**config.mk**
```make
export PLATFORM = sky130hd
export DESIGN_NAME = mac_requant_sign
export DESIGN_NICKNAME = d
export VERILOG_FILES = /design/src/rtl/mac_requant_sign.sv
export SDC_FILE = /design/constraint.sdc
export NUM_CORES = 1
export LEC_CHECK = 0
export ABC_CLOCK_PERIOD_IN_PS = 4790
export BUFFER_PORTS_ARGS = -buffer_cell sky130_fd_sc_hd__buf_2
export CAP_MARGIN = 10
export CORE_MARGIN = 1
export CORE_UTILIZATION = 25
export CTS_BUF_LIST = sky130_fd_sc_hd__clkbuf_4 sky130_fd_sc_hd__clkbuf_8
export DETAILED_ROUTE_END_ITERATION = 7
export SYNTH_ARGS = -nofsm -noshare
export SYNTH_HDL_FRONTEND = slang
export SYNTH_SLANG_ARGS = --single-unit
```
**constraint.sdc**
```tcl
create_clock -name iClk -period 4.79 [get_ports iClk]
set_input_delay 0.7185 -clock iClk [delete_from_list [all_inputs] [get_ports iClk]]
set_output_delay 0.7185 -clock iClk [all_outputs]
set_load 0.1 [all_outputs]
```
**src/rtl/mac_requant_sign.sv**
```systemverilog
// Signed fixed-point dot product: accumulates LENGTH products at full precision,
// then rounds half-up, rescales by DECIMAL_POINT and saturates to WIDTH bits.
module mac_requant_sign #(
  parameter int WIDTH         = 8,
  parameter int DECIMAL_POINT = 6,
  parameter int LENGTH        = 16,
  parameter int ACC_WIDTH     = 2*WIDTH + $clog2(LENGTH)
) (
  input  logic                    iClk,
  input  logic                    iRst,
  input  logic signed [WIDTH-1:0] dataA,
  input  logic signed [WIDTH-1:0] dataW,
  input  logic                    enable,
  output logic signed [WIDTH-1:0] dataOut,
  output logic                    rdy
);

  localparam int CNT_W = $clog2(LENGTH);
  localparam int PW    = 2*WIDTH;
  localparam logic [CNT_W-1:0]       LAST_IDX = CNT_W'(LENGTH-1);
  localparam logic signed [ACC_WIDTH:0] RND     = (ACC_WIDTH+1)'(1) << (DECIMAL_POINT-1);
  localparam logic signed [ACC_WIDTH:0] SAT_MAX = (ACC_WIDTH+1)'((1 << (WIDTH-1)) - 1);
  localparam logic signed [ACC_WIDTH:0] SAT_MIN = ~SAT_MAX;

  logic [CNT_W-1:0]            cnt_q, cnt_d;
  logic signed [PW-1:0]        prod_q, prod_d;
  logic                        first_q, last_q, v1_q;
  logic signed [ACC_WIDTH-1:0] acc_q, acc_d, prod_ext;
  logic                        v2_q;
  logic signed [ACC_WIDTH:0]   rnd_sum, shifted;
  logic signed [WIDTH-1:0]     out_q, sat_d;
  logic                        rdy_q;

  // Stage 1: multiply and tag vector boundaries
  always_comb begin
    prod_d = dataA * dataW;
    cnt_d  = cnt_q;
    if (enable) begin
      cnt_d = (cnt_q == LAST_IDX) ? '0 : cnt_q + 1'b1;
    end
  end

  always_ff @(posedge iClk) begin
    if (iRst) begin
      cnt_q   <= '0;
      v1_q    <= 1'b0;
      prod_q  <= '0;
      first_q <= 1'b0;
      last_q  <= 1'b0;
    end else begin
      cnt_q <= cnt_d;
      v1_q  <= enable;
      if (enable) begin
        prod_q  <= prod_d;
        first_q <= (cnt_q == '0);
        last_q  <= (cnt_q == LAST_IDX);
      end
    end
  end

  // Stage 2: a first-tagged product reloads the sum, so no clear cycle is needed
  always_comb begin
    prod_ext = {{(ACC_WIDTH-PW){prod_q[PW-1]}}, prod_q};
    acc_d    = first_q ? prod_ext : acc_q + prod_ext;
  end

  always_ff @(posedge iClk) begin
    if (iRst) begin
      acc_q <= '0;
      v2_q  <= 1'b0;
    end else begin
      v2_q <= v1_q & last_q;
      if (v1_q) begin
        acc_q <= acc_d;
      end
    end
  end

  // Stage 3: round half up, floor shift, saturate
  always_comb begin
    rnd_sum = {acc_q[ACC_WIDTH-1], acc_q} + RND;
    shifted = rnd_sum >>> DECIMAL_POINT;
    if (shifted > SAT_MAX) begin
      sat_d = SAT_MAX[WIDTH-1:0];
    end else if (shifted < SAT_MIN) begin
      sat_d = SAT_MIN[WIDTH-1:0];
    end else begin
      sat_d = shifted[WIDTH-1:0];
    end
  end

  always_ff @(posedge iClk) begin
    if (iRst) begin
      out_q <= '0;
      rdy_q <= 1'b0;
    end else begin
      rdy_q <= v2_q;
      if (v2_q) begin
        out_q <= sat_d;
      end
    end
  end

  assign dataOut = out_q;
  assign rdy     = rdy_q;

endmodule

```
Word-level counts from Yosys, hierarchy flattened
Cells that the tools add are included.
- flip-flop bits (word level): 53
- bits in latches: 0
- bits in writable memories: 0
- bits in read-only memories: 0
- input port bits: 19
- output and inout bits: 9
- logic and storage cells: 22
- memories kept: 0
- $add $sub $neg: 3
- multiply operators: 1
- divide/modulo/power cells: 0
- order comparisons: 2
- eq/ne operators: 1
- shift-type cells: 0
- muxes and demuxes: 4
- bitwise logic cells: 1
- reductions and logical operators: 1
- operators by type and width (cell ; number):
    20-bit by 7-bit adder with 21-bit output (second input constant) ; 1
    20-bit by 16-bit adder with 20-bit output ; 1
    20-bit 2-to-1 mux ; 1
    8-bit by 8-bit multiplier with 16-bit output ; 1
    8-bit 2-to-1 mux ; 2
    15-bit by 8-bit greater-than comparator with 1-bit output (second input constant) ; 1
    15-bit by 8-bit < comparator with 1-bit output (second input constant) ; 1
    4-bit by 1-bit adder with 4-bit output (second input constant) ; 1
    4-bit equality test (second input constant) ; 1
    4-bit logical NOT ; 1
    4-bit 2-to-1 mux ; 1
    1-bit bitwise AND ; 1

Depth between registers and ports, before layout
- depth in word-level cells: 4
- depth in mapped cells: 19
- mapped depth without buffers: 19

Worst setup path after synthesis
OpenSTA, ideal clock, no wires.
- kind: input port to flip-flop
- from: in dataW[3]
- to: reg prod_q[13]
- setup time: 0.128 ns
- arrival time: 4.390 ns
- data required time: 4.662 ns
- setup slack: 0.273 ns
- cell stages on the path: 16
- path buffers: 0
- path through: and2_1 fa_1 inv_1 fa_1 inv_1 fa_1 inv_1 fa_1 inv_1 ha_1 and3_1 a21oi_1 nand3b_1 xor2_1 mux2i_1 nor2_1
- word-level cells in the longest chain between the ends: 1
- ends and longest elaborated chain (what ; line ; text):
    start: declaration ; 12 ; input logic signed [WIDTH-1:0] dataW,
    8-bit by 8-bit multiplier with 16-bit output ; 36 ; prod_d = dataA * dataW;
    end signal: assignment ; 54 ; prod_q <= prod_d;
    end: declaration ; 26 ; logic signed [PW-1:0] prod_q, prod_d;
No other way between the ends.
A chain may end at the register's enable or synchronous reset.

Worst setup path in the final report
- from: in dataA[3]
- to: reg prod_q[14]
- word-level cells in the longest chain between the ends: 1
- ends and longest elaborated chain (what ; line ; text):
    start: declaration ; 11 ; input logic signed [WIDTH-1:0] dataA,
    8-bit by 8-bit multiplier with 16-bit output ; 36 ;
No other way between the ends.

==> impl_metrics.ini <==
[final_layout]
multi_input_area_mm2 = 0.00431
antenna_cells = 0
fillers = 2422
regArea_mm2 = 0.00106
area_growth_pct = 10.1
layout.nets = 834
layout.cells.non_filler = 994
layout-drive-gt1-share_pct = 7.76

[timing]
fmax_mhz = 225
whs_ns = 0.478
finalCriticalPeriod_ns = 4.44
final-setup-viol-count = 0
worst_clock_skew_ns = 0.00624
worst_slew_pin_slew_ns = 0.631
fin_ws_ns = 0.352
rsz0062_at_grt = no
setup_tns_ns = 0
slew_headroom_pct = 57.9
period_share_pct = 92.7
hold_viol_final = 0
maxSlewViolCount = 0

[min_path]
holdPathStages = 2
worstHoldEndpoint = dataOut[7]$_SDFFE_PP0P_
hold_path_class = reg2reg
hold_start = dataOut[7]$_SDFFE_PP0P_

[yosys]
synth-edff-count = 0
synthTopCellsByArea = fa_1 (19%), dfxtp_1 (18%), ha_1 (11%)
synth_area_leader_cell = fa_1
synthCells = 687
ys_warn_count = 0
synth_top_area_share_pct = 19.3
synth.distinct_cells = 64
ys_seq_area_share_pct = 18.3
postSynthAreaPerCell_um2 = 8.46
ys.flop_type = dfxtp_1
yosys_register_bits = 53
async_reset_ff_share_pct = 0
syn_area_mm2 = 0.00581
synth.most_common_cell = inv_1
synth_fp_nets = 813
synth_common_cells = inv_1 (92), nor2_1 (63), fa_1 (56), nand2_1 (56), dfxtp_1 (53)

[detailed_routing]
first_iter_violations = 175
firstDrtPassIters = 4
viasPerCell = 4.59
ant_nets = 0
wl_um = 11900
wl_per_cell_um = 12.0
via_count = 4567
drc = 0

[clock_network]
cts_hold_buffers = 0
clkSinkCount = 53
clock_path_buffers = 2
post_cts_resized = 0
cts_tree = done
numCtsBuffers = 5
h-tree-depth = 2
cts_root_buf = clkbuf_8
clkTransAtPathRegs_ns = 0.11
post-cts-setup-buffers = 0
clk_latency_ns = 0.32

[worst_setup_path]
rr_worst_depth = 11
criticalPathCategory = in2reg
r2r-end = acc_q[18]$_SDFFE_PP0P_
crit_path_start_kind = input pin
critPathRequiredTime_ns = 4.99
cp_max_fo = 8
arrival_ns = 4.64
reg2reg_from = prod_q[0]$_SDFFE_PP0P_
cp-end-kind = flip-flop
rrSetupSlack_ns = 2.12

[placement]
post-place-ws_ns = -0.0119
dp.cells = 986
gp_congestion = 0.853
dp_hpwl_um = 9560
numPortBuffers = 27

[die]
core_area_mm2 = 0.0227
die_area_mm2 = 0.0239
io_pins = 28
initial_core_util_pct = 25.6
die_h_um = 154
row_count = 55
die_w_um = 154

[global_route]
grt_max_degree = 49
antenna_found_initial = 0
grt_pass1_vias = 4452
grt.total_usage_pct = 10.4
grt_overflow_total = 0
grt_pass1_wl_um = 20700

[pwr]
leakagePower_nw = 2.86
ir_worst_vdd_uv = 177
power_density_mw_per_mm2 = 377

[flow_run]
maxCapViolations = 0

[run_status]
run_status = completed
## state kept, by name, indices dropped and copies added, names as in the netlist
name     count
acc_q       20
prod_q      16
dataOut      8
cnt_q        4
first_q      1
last_q       1
rdy          1
v1_q         1
v2_q         1
## logic make-up (layout without fill, tap and decap cells)
logic type	count (synthesis)	in the layout	share of synthesized area, %
and+or+nand+nor	220	220	18.5
AOI/OAI and AO/OA	131	131	15.8
buffers and inverters	115	137	7.55
adders and majority gates	107	107	30.3
DFF	53	53	18.3
xor gates and xnor gates	39	39	5.88
muxes	22	22	3.79
## worst max-delay path: stages
cell and delay (ns):
buf_2 0.14, and2_1 0.16, ha_1 0.32, fa_1 0.48, ha_1 0.29, inv_1 0.05, fa_1 0.53, inv_1 0.04
ha_1 0.22, fa_1 0.41, a21o_1 0.19, a21o_1 0.20, a21oi_1 0.19, o21ai_0 0.15, a211oi_1 0.27, xnor2_1 0.09
mux2i_1 0.13, nor2_1 0.05
## layer usage
metal / up-vias / part of all wire (%) / track usage, %
met3: 6 / 1.5 / 0.897
li1: 2356 / - / -
met5: - / 0 / 0
met2: 43 / 47 / 18.5
met4: 0 / 0.90 / 2.31
met1: 2162 / 51 / 13.5
## power breakdown
group / internal [mW] / total, mW / switching (mW)
combinational: 0.724 / 1.52 / 0.794
sequential: 0.497 / 0.572 / 0.0759
clock: 0.160 / 0.325 / 0.164
## area by class of cell
cell class	count	share of cell area, %
Sequential cell	53	16.6
Multi-Input combinational cell	519	67.4
Clock buffer	5	1.08
Tap cell	285	5.57
Clock inverter	3	0.782
Inverter	93	5.45
Timing Repair Buffer	36	3.17
## per-stage QoR
| step | util (%) | power (mW) | area, µm² |
|---|---|---|---|
| 5_1_grt | 28.2 | 2.70 | 6400 |
| 2_1_floorplan | - | 1.79 | 5810 |
| 4_1_cts | 28.2 | 2.45 | 6400 |
| 6_report | 28.2 | 2.42 | 6400 |
| 3_5_place_dp | 27.7 | 2.11 | 6280 |
| 3_3_place_gp | 27.7 | 2.09 | 6280 |
## worst max-delay path by stage
stage | start | endpoint | slack (ns) | depth (start not counted)
final | dataA[3] | prod_q[14]$_SDFFE_PP0P_ | 0.35 | 18
after floorplan | dataW[3] | prod_q[13]$_SDFFE_PP0P_ | 0.27 | 16
after global placement | dataA[3] | prod_q[14]$_SDFFE_PP0P_ | 0.04 | 18
after global routing | dataA[0] | prod_q[15]$_SDFFE_PP0P_ | 0.15 | 15
after detailed placement | dataA[3] | prod_q[14]$_SDFFE_PP0P_ | -0.01 | 18
after CTS | dataA[3] | prod_q[14]$_SDFFE_PP0P_ | 0.33 | 18
## placed cells by master (no fill, tap or decap), types with 16 or more instances in the layout
cell	instances
a21oi_1	30
inv_1	92
buf_2	27
nand2_1	56
o21ai_0	23
dfxtp_1	53
xnor2_1	23
xor2_1	16
fa_1	56
nor2_1	63
and2_1	39
mux2i_1	22
ha_1	51
No activity file was read; power rests on OpenSTA's default activity.
